$ cat src/rtl/keccak_round_ctrl.sv
// Keccak-f[1600] round sequencer: loads the input state, steps the round index UNROLL rounds per clock, reports done.
// Latency: start handshake at T -> RUN on T+1..T+NUM_ROUNDS/UNROLL -> out_valid_o at T+NUM_ROUNDS/UNROLL+1.
// Backpressure: out_valid_o is held in DONE until out_ready_i; a same-cycle restart is accepted. KECCAK_ROUND_CTRL_PERF_EN adds perf counters.
module keccak_round_ctrl #(
  parameter int NUM_ROUNDS = 24,
  parameter int UNROLL     = 1
) (
  input  logic       clk,
  input  logic       rst_n,
  input  logic       start_valid_i,
  output logic       start_ready_o,
  output logic       load_en_o,
  output logic       round_en_o,
  output logic [4:0] round_num_o,
  output logic       last_round_o,
  output logic       out_valid_o,
  input  logic       out_ready_i,
  output logic       busy_o
`ifdef KECCAK_ROUND_CTRL_PERF_EN
  ,
  output logic [31:0] perm_count_o,
  output logic [31:0] stall_count_o
`endif
);

  if (NUM_ROUNDS < 1 || NUM_ROUNDS > 24 || UNROLL < 1 || (NUM_ROUNDS % UNROLL) != 0) begin : g_bad_cfg
    $error("keccak_round_ctrl: NUM_ROUNDS must be 1..24 and a multiple of UNROLL");
  end

  localparam logic [4:0] LAST_CNT = 5'(NUM_ROUNDS - UNROLL);
  localparam logic [4:0] STEP     = 5'(UNROLL);

  typedef enum logic [1:0] {IDLE, RUN, DONE} state_t;

  state_t     state_q, state_d;
  logic [4:0] cnt_q, cnt_d;
  logic       start_hs;

  always_ff @(posedge clk or negedge rst_n) begin
    if (!rst_n) begin
      state_q <= IDLE;
      cnt_q   <= 5'd0;
    end else begin
      state_q <= state_d;
      cnt_q   <= cnt_d;
    end
  end

  always_comb begin
    state_d       = state_q;
    cnt_d         = cnt_q;
    start_ready_o = 1'b0;
    load_en_o     = 1'b0;
    round_en_o    = 1'b0;
    round_num_o   = 5'd0;
    last_round_o  = 1'b0;
    out_valid_o   = 1'b0;
    busy_o        = 1'b0;
    start_hs      = 1'b0;
    case (state_q)
      IDLE: begin
        start_ready_o = 1'b1;
        start_hs      = start_valid_i;
        if (start_hs) begin
          load_en_o = 1'b1;
          cnt_d     = 5'd0;
          state_d   = RUN;
        end
      end
      RUN: begin
        busy_o       = 1'b1;
        round_en_o   = 1'b1;
        round_num_o  = cnt_q;
        last_round_o = (cnt_q == LAST_CNT);
        if (last_round_o) begin
          cnt_d   = 5'd0;
          state_d = DONE;
        end else begin
          cnt_d = cnt_q + STEP;
        end
      end
      DONE: begin
        busy_o        = 1'b1;
        out_valid_o   = 1'b1;
        start_ready_o = out_ready_i;
        start_hs      = start_valid_i & out_ready_i;
        // Retiring the result and loading the next request share this cycle.
        if (out_ready_i) begin
          cnt_d = 5'd0;
          if (start_valid_i) begin
            load_en_o = 1'b1;
            state_d   = RUN;
          end else begin
            state_d = IDLE;
          end
        end
      end
      default: begin
        state_d = IDLE;
        cnt_d   = 5'd0;
      end
    endcase
  end

`ifdef KECCAK_ROUND_CTRL_PERF_EN
  // Saturating counters; cleared only by rst_n.
  always_ff @(posedge clk or negedge rst_n) begin
    if (!rst_n) begin
      perm_count_o  <= 32'd0;
      stall_count_o <= 32'd0;
    end else if (state_q == DONE) begin
      if (out_ready_i) begin
        if (perm_count_o != 32'hFFFF_FFFF) perm_count_o <= perm_count_o + 32'd1;
      end else begin
        if (stall_count_o != 32'hFFFF_FFFF) stall_count_o <= stall_count_o + 32'd1;
      end
    end
  end
`endif

endmodule

$ cat config.mk
export PLATFORM = sky130hd
export DESIGN_NAME = keccak_round_ctrl
export DESIGN_NICKNAME = d
export VERILOG_FILES = /design/src/rtl/keccak_round_ctrl.sv
export SDC_FILE = /design/constraint.sdc
export NUM_CORES = 1
export LEC_CHECK = 0
export CORE_AREA = 2 2 39 41
export CTS_CLUSTER_SIZE = 12
export DETAILED_ROUTE_END_ITERATION = 10
export DIE_AREA = 0 0 41 43
export PLACE_DENSITY_LB_ADDON = 0.2
export SETUP_SLACK_MARGIN = 0.02
export SYNTH_ARGS = -nofsm -noshare
export SYNTH_HDL_FRONTEND = slang
export SYNTH_SLANG_ARGS = --single-unit
$ cat constraint.sdc
create_clock -name clk -period 1.3 [get_ports clk]
set_input_delay 0.13 -clock clk [delete_from_list [all_inputs] [get_ports clk]]
set_output_delay 0.13 -clock clk [all_outputs]
set_load 0.01 [all_outputs]
# Word-level counts from Yosys, hierarchy flattened
# Index checks and enable logic that the tools add are counted.
[totals] ff_bits=7 in_bits=4 out_inout_bits=11 word_cells=31
[op_classes] add_sub_neg=1 eq_ne=6 n_mux=18 n_reduce_logical=4
[op_table] op="5-bit 2-to-1 mux" count=4
[op_table] op="5-bit case mux with 3 select lines" count=1
[op_table] op="1-bit 2-to-1 mux" count=7
[op_table] op="2-bit 2-to-1 mux" count=3
[op_table] op="2-bit inequality test (second input constant)" count=3
[op_table] op="2-bit case mux with 3 select lines" count=1
[op_table] op="5-bit by 1-bit adder with 5-bit output (second input constant)" count=1
[op_table] op="5-bit == test (second input constant)" count=1
[op_table] op="1-bit case mux with 2 select lines" count=2
[op_table] op="3-bit AND reduction" count=1
[op_table] op="2-bit by 1-bit == test with 1-bit output (second input constant)" count=1
[op_table] op="2-bit == test (second input constant)" count=1
[op_table] op="2-bit logical NOT" count=1
[op_table] op="2-bit AND reduction" count=1
[op_table] op="2-bit OR reduction" count=1

# Longest topological paths before layout
# Gate-level depths: netlist of run 1.
[depth] word_depth=3 ltp_mapped=7 ltp_nobuf=6

# Worst setup path before layout of run 1
# Ideal clock, no wire load.
[synth_path] path_kind="reg-to-reg" startpoint="register state_q[0]" endpoint="register state_q[1]" setup_time_ps=121 arrival_time_ps=1413 required_ps=1179 setup_slack_ps=-234 stages_incl_launch_ff=8 n_path_buf=1 period_less_slack_ps=1534 path_cell_list="dfrtp_1 inv_1 ha_1 inv_1 o22ai_1 clkbuf_8 nor2_1 o22a_1"
[synth_between] elab_chain_cells=3 word_cells_on_any_way=8 cone_classes="eq/ne: 5; mux: 1; reduce/logical: 2"
[synth_lines] item="from (decl)" line="35" source="state_t state_q, state_d;"
[synth_lines] item="from (signal assigned)" line="44" source="state_q <= state_d;"
[synth_lines] item="2-bit by 1-bit == test with 1-bit output, or another cell as far along" line="60" source="case (state_q)"
[synth_lines] item="2-bit inequality test (no line)"
[synth_lines] item="3-bit AND reduction (no line)"
# Several ways; a longest one is shown, not always the timed one.
# A chain may end at the register's enable or synchronous reset.

# Worst setup path after layout of run 1
[layout_path] startpoint="register state_q[1]" endpoint="register cnt_q[3]"
[layout_between] elab_chain_cells=3 word_cells_on_any_way=7 cone_classes="eq/ne: 4; mux: 1; reduce/logical: 2"
[layout_lines] item="2-bit == test / 2-bit logical NOT (equally long branches)" line="60"
[layout_lines] item="2-bit inequality test (no line)"
[layout_lines] item="2-bit AND reduction (no line)"
[layout_lines] item="to (signal assigned)" line="45" source="cnt_q <= cnt_d;"
[layout_lines] item="to (decl)" line="36" source="logic [4:0] cnt_q, cnt_d;"
# Several ways; a longest one is shown, not always the timed one.

==> summary.md, run 1 <==
• finished with violations — result of the run
• negative setup slack — failing checks
• 0 — antenna diode count
• 3 — number of buffers added by the clock tree synthesis step
• 23 — Cell variety after synth
• 43 um — Die Ht
• 0.3690 ns — measured slew at the worst slew-check pin
• 1.74 ns — Arr. time, crit path
• 0 — EDFF count, synth
• reg -> reg — worst setup path category
• 7 — Clock Sinks
• -0.2398 ns — minimum setup slack in the final design
• 0.6495 GHz — maximum achievable frequency
• 0.118 — part of the power in the clock network
• 17 — setup violation total in the final timing report
• dfrtp_1 35%, ha_1 12%, and2_1 6.2%, nand4b_4 4.7%, nand3_1 4.0% — top area cells in the synthesized netlist
• 0.3791 — net switching fraction of the power
• 0 — post-cts hold buffer count
• 1.184 — final clock period utilization by the worst path
• 2 — initial drt markers
• 0.002055 ns — Setup Skew
• 8 — maximum number of pins on one net before global-route repair
• 0.26 ns — clock latency reported for the late side of the worst-skew pair
• 41 um — Die Wd
• 9.145 um^2 — Avg Inst Size Synth
• 0.2004 — total routing usage reported by global routing
• 0 — Slew Limit Fails
• 551 — number of vias in the routed layout
• flop — endpoint class of the critical path
• in -> async — Hold WC Path Type
• 0.001449 V — peak supply drop
• 95.77% — Area growth syn-to-layout
• flop — startpoint class of the critical path
• 7 — #FFs+latches synth
• 1.540 ns — post-layout min period
• 0 — count of yosys warnings during synthesis
• 1763 um^2 — area enclosed by the die boundary
• 0 — GR Overflow Total
• 0.3635 — Initial Util
• 2 — detailed-router iteration count before antenna repair
• clkbuf_4 — CTS Root Cell
• -2.427 ns — TNS Setup
• 14 — input/output buffers
• dfrtp_1 — Synth Flop Type
• done — clock tree from TritonCTS
• 939.6 um — Detail Placement HPWL
• 1384 um^2 — Floorplan Core Area
• dfrtp_1 — area leader, netlist
• 0.06 ns — post-CTS clock slew at the launch and capture registers of the worst setup and hold paths
• 109 — # nets final
• 15 — number of top-level design ports
• 2339 um — first-pass GRT wire length
• 1.839 mW — overall power consumption
• 0 — max-cap check violation count
• 0.183 — part of the power in registers
• 0 — drt drc
• 1.50 ns — Required @ worst endpoint
• 2 — clock tree buffer depth
• 1535 um — wirelength, routed
• 1.000 — share of synthesized flip-flops with an asynchronous set or reset
• 55 — number of instances in the synthesized netlist
• 0.700 — combinational power share
• 0.3483 — top cell type's share of synthesized area
• 0.7533 — max-slew headroom at the worst pin
• 3 — crit-path max FO
• 0.5294 nW — static leakage
• 537 — number of global-route vias before repair
• 13.35 um — post-detailed-route wirelength per cell
• 0.6972 mW — net switching power
• 0 — initial antenna violation count
• 1 — CTS H-Tree Depth
• 0.7079 — Routability Congestion
• 64 — net count of the mapped netlist
• 0 — Final Hold Violating Endpoints
• 0 — number of nets with antenna violations after detailed routing
• 0.7116 — Final Core Density
• 0.3483 — part of the Yosys area used for sequential elements
• 1.142 mW — internal power component
• 4.791 — average vias per placed instance
• 1868 nW/um^2 — power per unit of standard cell area
• 503.0 um^2 — netlist area before placement
• true — setup repair after global routing missed its margin
• 0.6768 — fraction of final layout cells sized beyond drive strength 1
• 14 — Core Rows
final timing paths:
kind / startpoint / to / slack, ns / depth (start not counted)
worst max-delay path: state_q[1] / cnt_q[3] / -0.24 / 7
worst min-delay path: rst_n / cnt_q[2] / 0.15 / 1
worst max register to register: state_q[1] / cnt_q[3] / -0.24 / 7
worst min register to register: cnt_q[3] / cnt_q[3] / 0.64 / 3
max in group asynchronous: rst_n / state_q[0] / 0.86 / 1
min in group clk: cnt_q[3] / cnt_q[3] / 0.64 / 3
routing by layer:
layer  global-route usage  vias up  wire, um
li1                     -      278         -
met1               0.2409      264       653
met2               0.3156        7       845
met3              0.02094        2        19
met4               0.1333        0        17
met5                    0        -         0
cell families after synthesis:
logic type      after synthesis  synth area share
mux                           1           0.02239
flops                         7            0.3483
compound gates               11            0.1368
fa+ha+maj                     5            0.1244
buf+inv                       7           0.08706
simple gates                 24            0.2811
state kept, by name, indices dropped and copies added, names as in the netlist:
register	cells
state_q	2
cnt_q	5
power by group through the flow:
stage / sequential, mW / clock [mW] / combinational, mW
6_report: 0.336 / 0.217 / 1.29
5_1_grt: 0.342 / 0.225 / 1.38
4_1_cts: 0.322 / 0.220 / 1.12
3_5_place_dp: 0.329 / 0 / 0.850
3_3_place_gp: 0.323 / 0 / 0.835
2_1_floorplan: 0.334 / 0 / 0.466
placed cells by master (no fill, tap or decap), drive strengths merged:
| cell | count |
|---|---|
| inv | 5 |
| buf | 39 |
| o22ai | 1 |
| nand4b | 1 |
| ha | 5 |
| o41ai | 1 |
| o22a | 1 |
| nand2b | 1 |
| a21oi | 3 |
| o31ai | 1 |
| clkdlybuf4s50 | 3 |
| clkbuf | 4 |
| and2 | 6 |
| a21o | 1 |
| mux2 | 1 |
| nor2 | 4 |
| nor3 | 1 |
| nand3 | 4 |
| nand2 | 6 |
| or4 | 1 |
| o21ai | 3 |
| dfrtp | 7 |
critical path, cell delays in order, from the launching register on:
cell     delay (ns)
dfrtp_1        0.41
inv_2          0.11
ha_4           0.16
buf_6          0.10
buf_6          0.09
nand2_4        0.04
or4_4          0.50
nand3_2        0.06
metrics by stage:
step           instance area [um^2]  setup WS [ns]  hold WS [ns]  instances
2_1_floorplan                 546.8       -0.09670       -0.1656         55
3_5_place_dp                  809.5        -0.2833        0.4287        100
4_1_cts                       917.1        -0.2244        0.1496        114
6_report                      984.7        -0.2398        0.1473        115
5_1_grt                       984.7        -0.2929        0.1743        115
3_3_place_gp                  809.5        -0.2578        0.4244        100
Yosys cell counts, types with 3 or more instances:
cell / number
and2_1: 5
nor2_1: 4
nand3_1: 4
o21ai_0: 3
inv_1: 5
dfrtp_1: 7
nand2_1: 5
a21oi_1: 3
ha_1: 5
what timing repair did:
action,CTS,global route
setup endpoints to repair,18,17
gates resized for setup,61,16
pin swaps,4,10
setup buffers,10,3
final cells by class:
cell class	instances	area, um^2
well taps	16	20.02
flip-flops and latches	7	176.4
clock buffers	4	26.28
fillers	105	399.1
multi-input cells	41	384.1
repair buffers	42	356.6
inverters	5	21.27
(Power assumes the default switching activity.)
==> run 2: changes to the inputs <==
PLACE_DENSITY = 0.71   (was default)
PLACE_DENSITY_LB_ADDON = default   (was 0.2)
==> run 2 against run 1 <==
Hold slack lost 0.011 ns. Highest routed layer is now met3. Critical endpoint unchanged. The flow still finishes with violations (negative setup slack). Final cell count shrank 2.6%. Sequential share of layout area is essentially flat.
==> summary.md, run 2 (synthesis gave the netlist of run 1 again) <==
• 0.005586 ns — Setup Skew
• buf_4 — most common cell after layout, fill and taps aside
• 1774 nW/um^2 — power per unit of standard cell area
• 17 um — total met3 wirelength after detailed routing
• 541 — number of vias in the routed layout
• 0 — initial antenna violation count
• 530 — number of global-route vias before repair
• 0.5128 nW — static leakage
• 0.3426 ns — measured slew at the worst slew-check pin
• 0.6440 GHz — maximum achievable frequency
• 0.1364 ns — worst hold slack across all endpoints
• 1.751 mW — overall power consumption
• 0.001029 V — peak supply drop
• 0 — post-cts hold buffer count
• 0.695 — combinational power share
• 3 — number of buffers added by the clock tree synthesis step
• 4 — detailed-router iteration count before antenna repair
• done — clock tree from TritonCTS
• -0.25 ns — Reg2Reg Setup Slack
• 0.7134 — Final Core Density
• 2 — clock tree buffer depth
• in -> async — Hold WC Path Type
• 1.50 ns — Required @ worst endpoint
• 14 — Core Rows
• 2228 um — first-pass GRT wire length
• cnt_q (5), state_q (2) — largest registers
• 1.070 mW — internal power component
• 0.06 ns — post-CTS clock slew at the launch and capture registers of the worst setup and hold paths
• 0.51 ns — maximum single-stage delay on the critical path
• -2.208 ns — TNS Setup
• 6 — FF-to-FF path depth
• 0.3889 — net switching fraction of the power
• cnt_q — register ranked first by flip-flop count
• or4_1 — Critical-path top delay cell
• 14 — input/output buffers
• 0.3635 — Initial Util
• 0 — antenna diode count
• 17 — setup violation total in the final timing report
• 6 — crit-path max FO
• 0 — number of nets with antenna violations after detailed routing
• simple AND/OR/NAND/NOR gates — kind of cell adding the most delay to the critical path
• 106 — # nets final
• 0.7709 — max-slew headroom at the worst pin
• 1.194 — final clock period utilization by the worst path
• 1763 um^2 — area enclosed by the die boundary
• 7 — Clock Sinks
• 0 — GR Overflow Total
• -0.2984 ns — worst setup timing slack at the placement stage
• 4.830 — average vias per placed instance
• 43 um — Die Ht
• 8 — maximum number of pins on one net before global-route repair
• inv_2 -> ha_4 -> buf_6 -> nand2_4 -> or4_1 -> nand3_1 — CP cell instances
• 13.54 um — post-detailed-route wirelength per cell
• 0 — drt drc
• 1 — CTS H-Tree Depth
• 11 — initial drt markers
• cnt_q[3] — endpoint of the worst register-to-register path
• finished with violations — result of the run
• 15 — number of top-level design ports
• clkbuf_4 — CTS Root Cell
• -0.2527 ns — minimum setup slack in the final design
• flop — startpoint class of the critical path
• 93 — number of filler instances in the final layout
• 870 um — amount of wire on met2 after detailed routing
• 0.120 — part of the power in the clock network
• 96.27% — Area growth syn-to-layout
• 41 um — Die Wd
• 2 — Buf+Inv Stages, Crit Path
• 0.1919 — total routing usage reported by global routing
• 0 — max-cap check violation count
• 0.185 — part of the power in registers
• 629 um — length of routed wiring on met1
• 0.6667 — fraction of final layout cells sized beyond drive strength 1
• 0 — Final Hold Violating Endpoints
• 5 — number of flip-flops under the largest register name
• 1.75 ns — Arr. time, crit path
• 1384 um^2 — Floorplan Core Area
• reg -> reg — worst setup path category
• 904.6 um — Detail Placement HPWL
• negative setup slack — failing checks
• state_q[1] — r2r startpoint
• true — setup repair after global routing missed its margin
• met3 — highest routing layer actually used
• 1517 um — wirelength, routed
• 0.26 ns — clock latency reported for the late side of the worst-skew pair
• 0 — Slew Limit Fails
• 0.6809 mW — net switching power
• 0.7369 — Routability Congestion
• 18 x buf_4, 12 x buf_6, 6 x dfrtp_1, 5 x buf_2 — commonest cells after routing, fill and taps aside
• 1.553 ns — post-layout min period
• flop — endpoint class of the critical path
[run 2: cell count changes in the layout (fill, tap and decap cells not counted), sizes merged]
cell  previous run  this run
buf             39        36
[run 2: worst register-to-register path: cells and delay by family (launching register included)]
kind          cells  cell delay [ns]
flops             1             0.41
buf+inv           2             0.24
fa+ha+maj         1             0.19
simple gates      3             0.64
[run 2: per-stage QoR]
step	cell area, um^2	cells
after global placement	802.0	99
after CTS	897.1	110
after global routing	987.2	112
after floorplan	546.8	55
after detailed placement	802.0	99
final	987.2	112
[run 2: area by class of cell]
type                            instances  area (um^2)  area share
Multi-Input combinational cell         41        395.4      0.4005
Timing Repair Buffer                   39        345.3      0.3498
Sequential cell                         7        176.4      0.1787
Clock buffer                            4        26.28     0.02662
Inverter                                5        23.77     0.02408
Tap cell                               16        20.02     0.02028
[run 2: routing by layer]
layer  vias to the layer above  global-route usage
met5                         -                   0
met4                         0              0.1333
met3                         0             0.03141
met2                         6              0.2938
met1                       266              0.2295
li1                        269                   -
[run 2: worst max path at each step]
| stage | to | slack [ns] | start | depth (start not counted) |
|---|---|---|---|---|
| floorplan | cnt_q[3] | -0.1 | state_q[0] | 6 |
| global placement | load_en_o | -0.26 | state_q[0] | 6 |
| detailed placement | cnt_q[4] | -0.30 | state_q[0] | 7 |
| CTS | round_num_o[4] | -0.20 | state_q[0] | 5 |
| global route | cnt_q[3] | -0.29 | state_q[1] | 6 |
| finish | cnt_q[3] | -0.25 | state_q[1] | 6 |
[run 2: power groups by stage]
stage | Clock, mW | Sequential, mW | Combinational (mW)
finish | 0.211 | 0.323 | 1.22
global route | 0.237 | 0.332 | 1.31
CTS | 0.216 | 0.313 | 1.02
detailed placement | 0 | 0.327 | 0.864
global placement | 0 | 0.324 | 0.852
floorplan | 0 | 0.334 | 0.466
[run 2: repair_timing]
item,in CTS,in global routing
buffers inserted,7,2
gates resized for setup,55,25
pin swaps,5,7
gates cloned,0,0
endpoints found under the setup margin,18,18
==> run 3: changes to the inputs <==
PLACE_DENSITY = 0.68   (was 0.71)
clock period = 1.99 ns   (was 1.3 ns; I/O delays follow)
==> run 3 against run 2 <==
The run now ends clean. Largest power group unchanged. Routed wire length shrank 31%. Critical endpoint is now start_ready_o. Sequential share of layout area increased by 6.4 points. Hold slack gained 0.071 ns. Final area fell by 26%. Clock power decreased by 37%. Register-to-register slack improved by 0.62 ns. Count of clock-buffer cells in the layout is the same. Flip-flop and latch count is the same. Core utilization is 19 points lower. Via count down 19%. Clock skew grew 0.0056 ns. Non-clock buffer count down 21. Highest routed layer is now met4. Critical path type is now reg -> out.
==> summary.md, run 3 (synthesis gave the netlist of run 1 again) <==
• 0.3635 — Initial Util
• cnt_q — register ranked first by flip-flop count
• 0 — max-cap check violation count
• 41 um — Die Wd
• 14 — Core Rows
• 0 ns — TNS Setup
• 0.5406 GHz — maximum achievable frequency
• 0.8129 mW — overall power consumption
• 1384 um^2 — Floorplan Core Area
• 44.28% — Area growth syn-to-layout
• cnt_q (5), state_q (2) — largest registers
• 0.1665 ns — worst setup timing slack at the placement stage
• 7 — Clock Sinks
• 0.3394 ns — measured slew at the worst slew-check pin
• 0.2133 — fraction of final layout cells sized beyond drive strength 1
• clkbuf_4 — CTS Root Cell
• 1763 um^2 — area enclosed by the die boundary
• in -> async — Hold WC Path Type
• 1.65 ns — Arr. time, crit path
• 3 — number of buffers added by the clock tree synthesis step
• 439 — number of vias in the routed layout
• 4 — detailed-router iteration count before antenna repair
• 814.4 um — Detail Placement HPWL
• 14 — input/output buffers
• 0 — drt drc
• 11.54 um — post-detailed-route wirelength per cell
• 0.7730 — max-slew headroom at the worst pin
• finished clean — result of the run
• 43 um — Die Ht
• 1.79 ns — Required @ worst endpoint
• 133 — number of filler instances in the final layout
• 2 — clock tree buffer depth
• 409 — number of global-route vias before repair
• 85 — # nets final
• 1 — CTS H-Tree Depth
• 15 — number of top-level design ports
• 0 — Slew Limit Fails
• 13 x clkdlybuf4s50_1, 6 x dfrtp_1, 5 x nand2_1, 5 x and2_1 — commonest cells after routing, fill and taps aside
• 1120 nW/um^2 — power per unit of standard cell area
• clkdlybuf4s50_1 — most common cell after layout, fill and taps aside
• 0.01118 ns — Setup Skew
• output port — endpoint class of the critical path
• 4 — crit-path max FO
• 0 — initial antenna violation count
• done — clock tree from TritonCTS
• 0 — number of nets with antenna violations after detailed routing
• 4.824 — average vias per placed instance
• 0.7873 — Routability Congestion
• flop — startpoint class of the critical path
• 0.26 ns — clock latency reported for the late side of the worst-skew pair
• 0.3686 nW — static leakage
• reg -> out — worst setup path category
• 0.0006386 V — peak supply drop
• 1649 um — first-pass GRT wire length
• 5 — number of flip-flops under the largest register name
• 3 — initial drt markers
• 0 — antenna diode count
• false — setup repair after global routing missed its margin
• 0 — Final Hold Violating Endpoints
• 0.06 ns — post-CTS clock slew at the launch and capture registers of the worst setup and hold paths
• 0 — setup violation total in the final timing report
• 1050 um — wirelength, routed
• 0.1403 ns — minimum setup slack in the final design
• 13 — maximum number of pins on one net before global-route repair
• 0 — GR Overflow Total
• 0.9295 — final clock period utilization by the worst path
• 0 — post-cts hold buffer count
• 1.850 ns — post-layout min period
• 0.1433 — total routing usage reported by global routing
==> run 3: changes by cell type in the layout (fill, tap and decap cells not counted), sizes merged <==
cell / delta
buf: -32
clkdlybuf4s50: +10
dlymetal6s2s: +1
==> run 3: worst max-delay path: stages (launching register included) <==
cell and delay, ns:
dfrtp_2 0.44, inv_1 0.10, ha_2 0.21, nand2_1 0.06, nand2_1 0.07, clkdlybuf4s50_1 0.53
==> run 3: repair_timing <==
action,4_1_cts,5_1_grt
endpoints found under the setup margin,6,7
setup buffers,0,1
resized for setup,1,7
pin swaps,0,0
==> run 3: power by group <==
| group | total, mW | internal, mW | switching [mW] |
|---|---|---|---|
| Sequential | 0.232 | 0.178 | 0.0536 |
| Combinational | 0.449 | 0.245 | 0.205 |
| Clock | 0.132 | 0.0767 | 0.0551 |
==> run 3: final timing paths <==
path | from | to | slack (ns) | depth (start not counted)
max | state_q[0] | start_ready_o | 0.14 | 5
min | rst_n | cnt_q[2] | 0.21 | 1
max reg2reg | state_q[0] | state_q[1] | 0.37 | 7
min reg2reg | cnt_q[4] | cnt_q[4] | 0.56 | 1
max in group asynchronous | rst_n | state_q[0] | 1.50 | 1
min in group clk | cnt_q[4] | cnt_q[4] | 0.56 | 1
==> run 3: metrics by stage <==
stage	hold WS, ns	area [um^2]	instances	utilization
after floorplan	-0.09659	503.0	55	-
after global placement	0.4890	660.6	86	0.4774
after detailed placement	0.4908	660.6	86	0.4774
after CTS	0.2140	689.4	90	0.4982
after global routing	0.2321	725.7	91	0.5244
final	0.2071	725.7	91	0.5244
==> run 3: cell type report <==
class | instances | area (um^2) | share of cell area
clock buffer | 4 | 26.28 | 0.03621
inverter | 5 | 18.77 | 0.02586
tap | 16 | 20.02 | 0.02759
sequential | 7 | 176.4 | 0.2431
multi-input combinational | 41 | 311.5 | 0.4293
timing repair buffer | 18 | 172.7 | 0.2379
==> run 3: layer usage <==
metal  global-route usage  routed length [um]  part of all wire  vias to the layer above
met1               0.1634                 441              0.42                      198
met5                    0                   0                 0                        -
met3              0.06806                  40             0.038                        2
met4              0.07333                  14             0.013                        0
li1                     -                   -                 -                      231
met2               0.2125                 553              0.53                        8
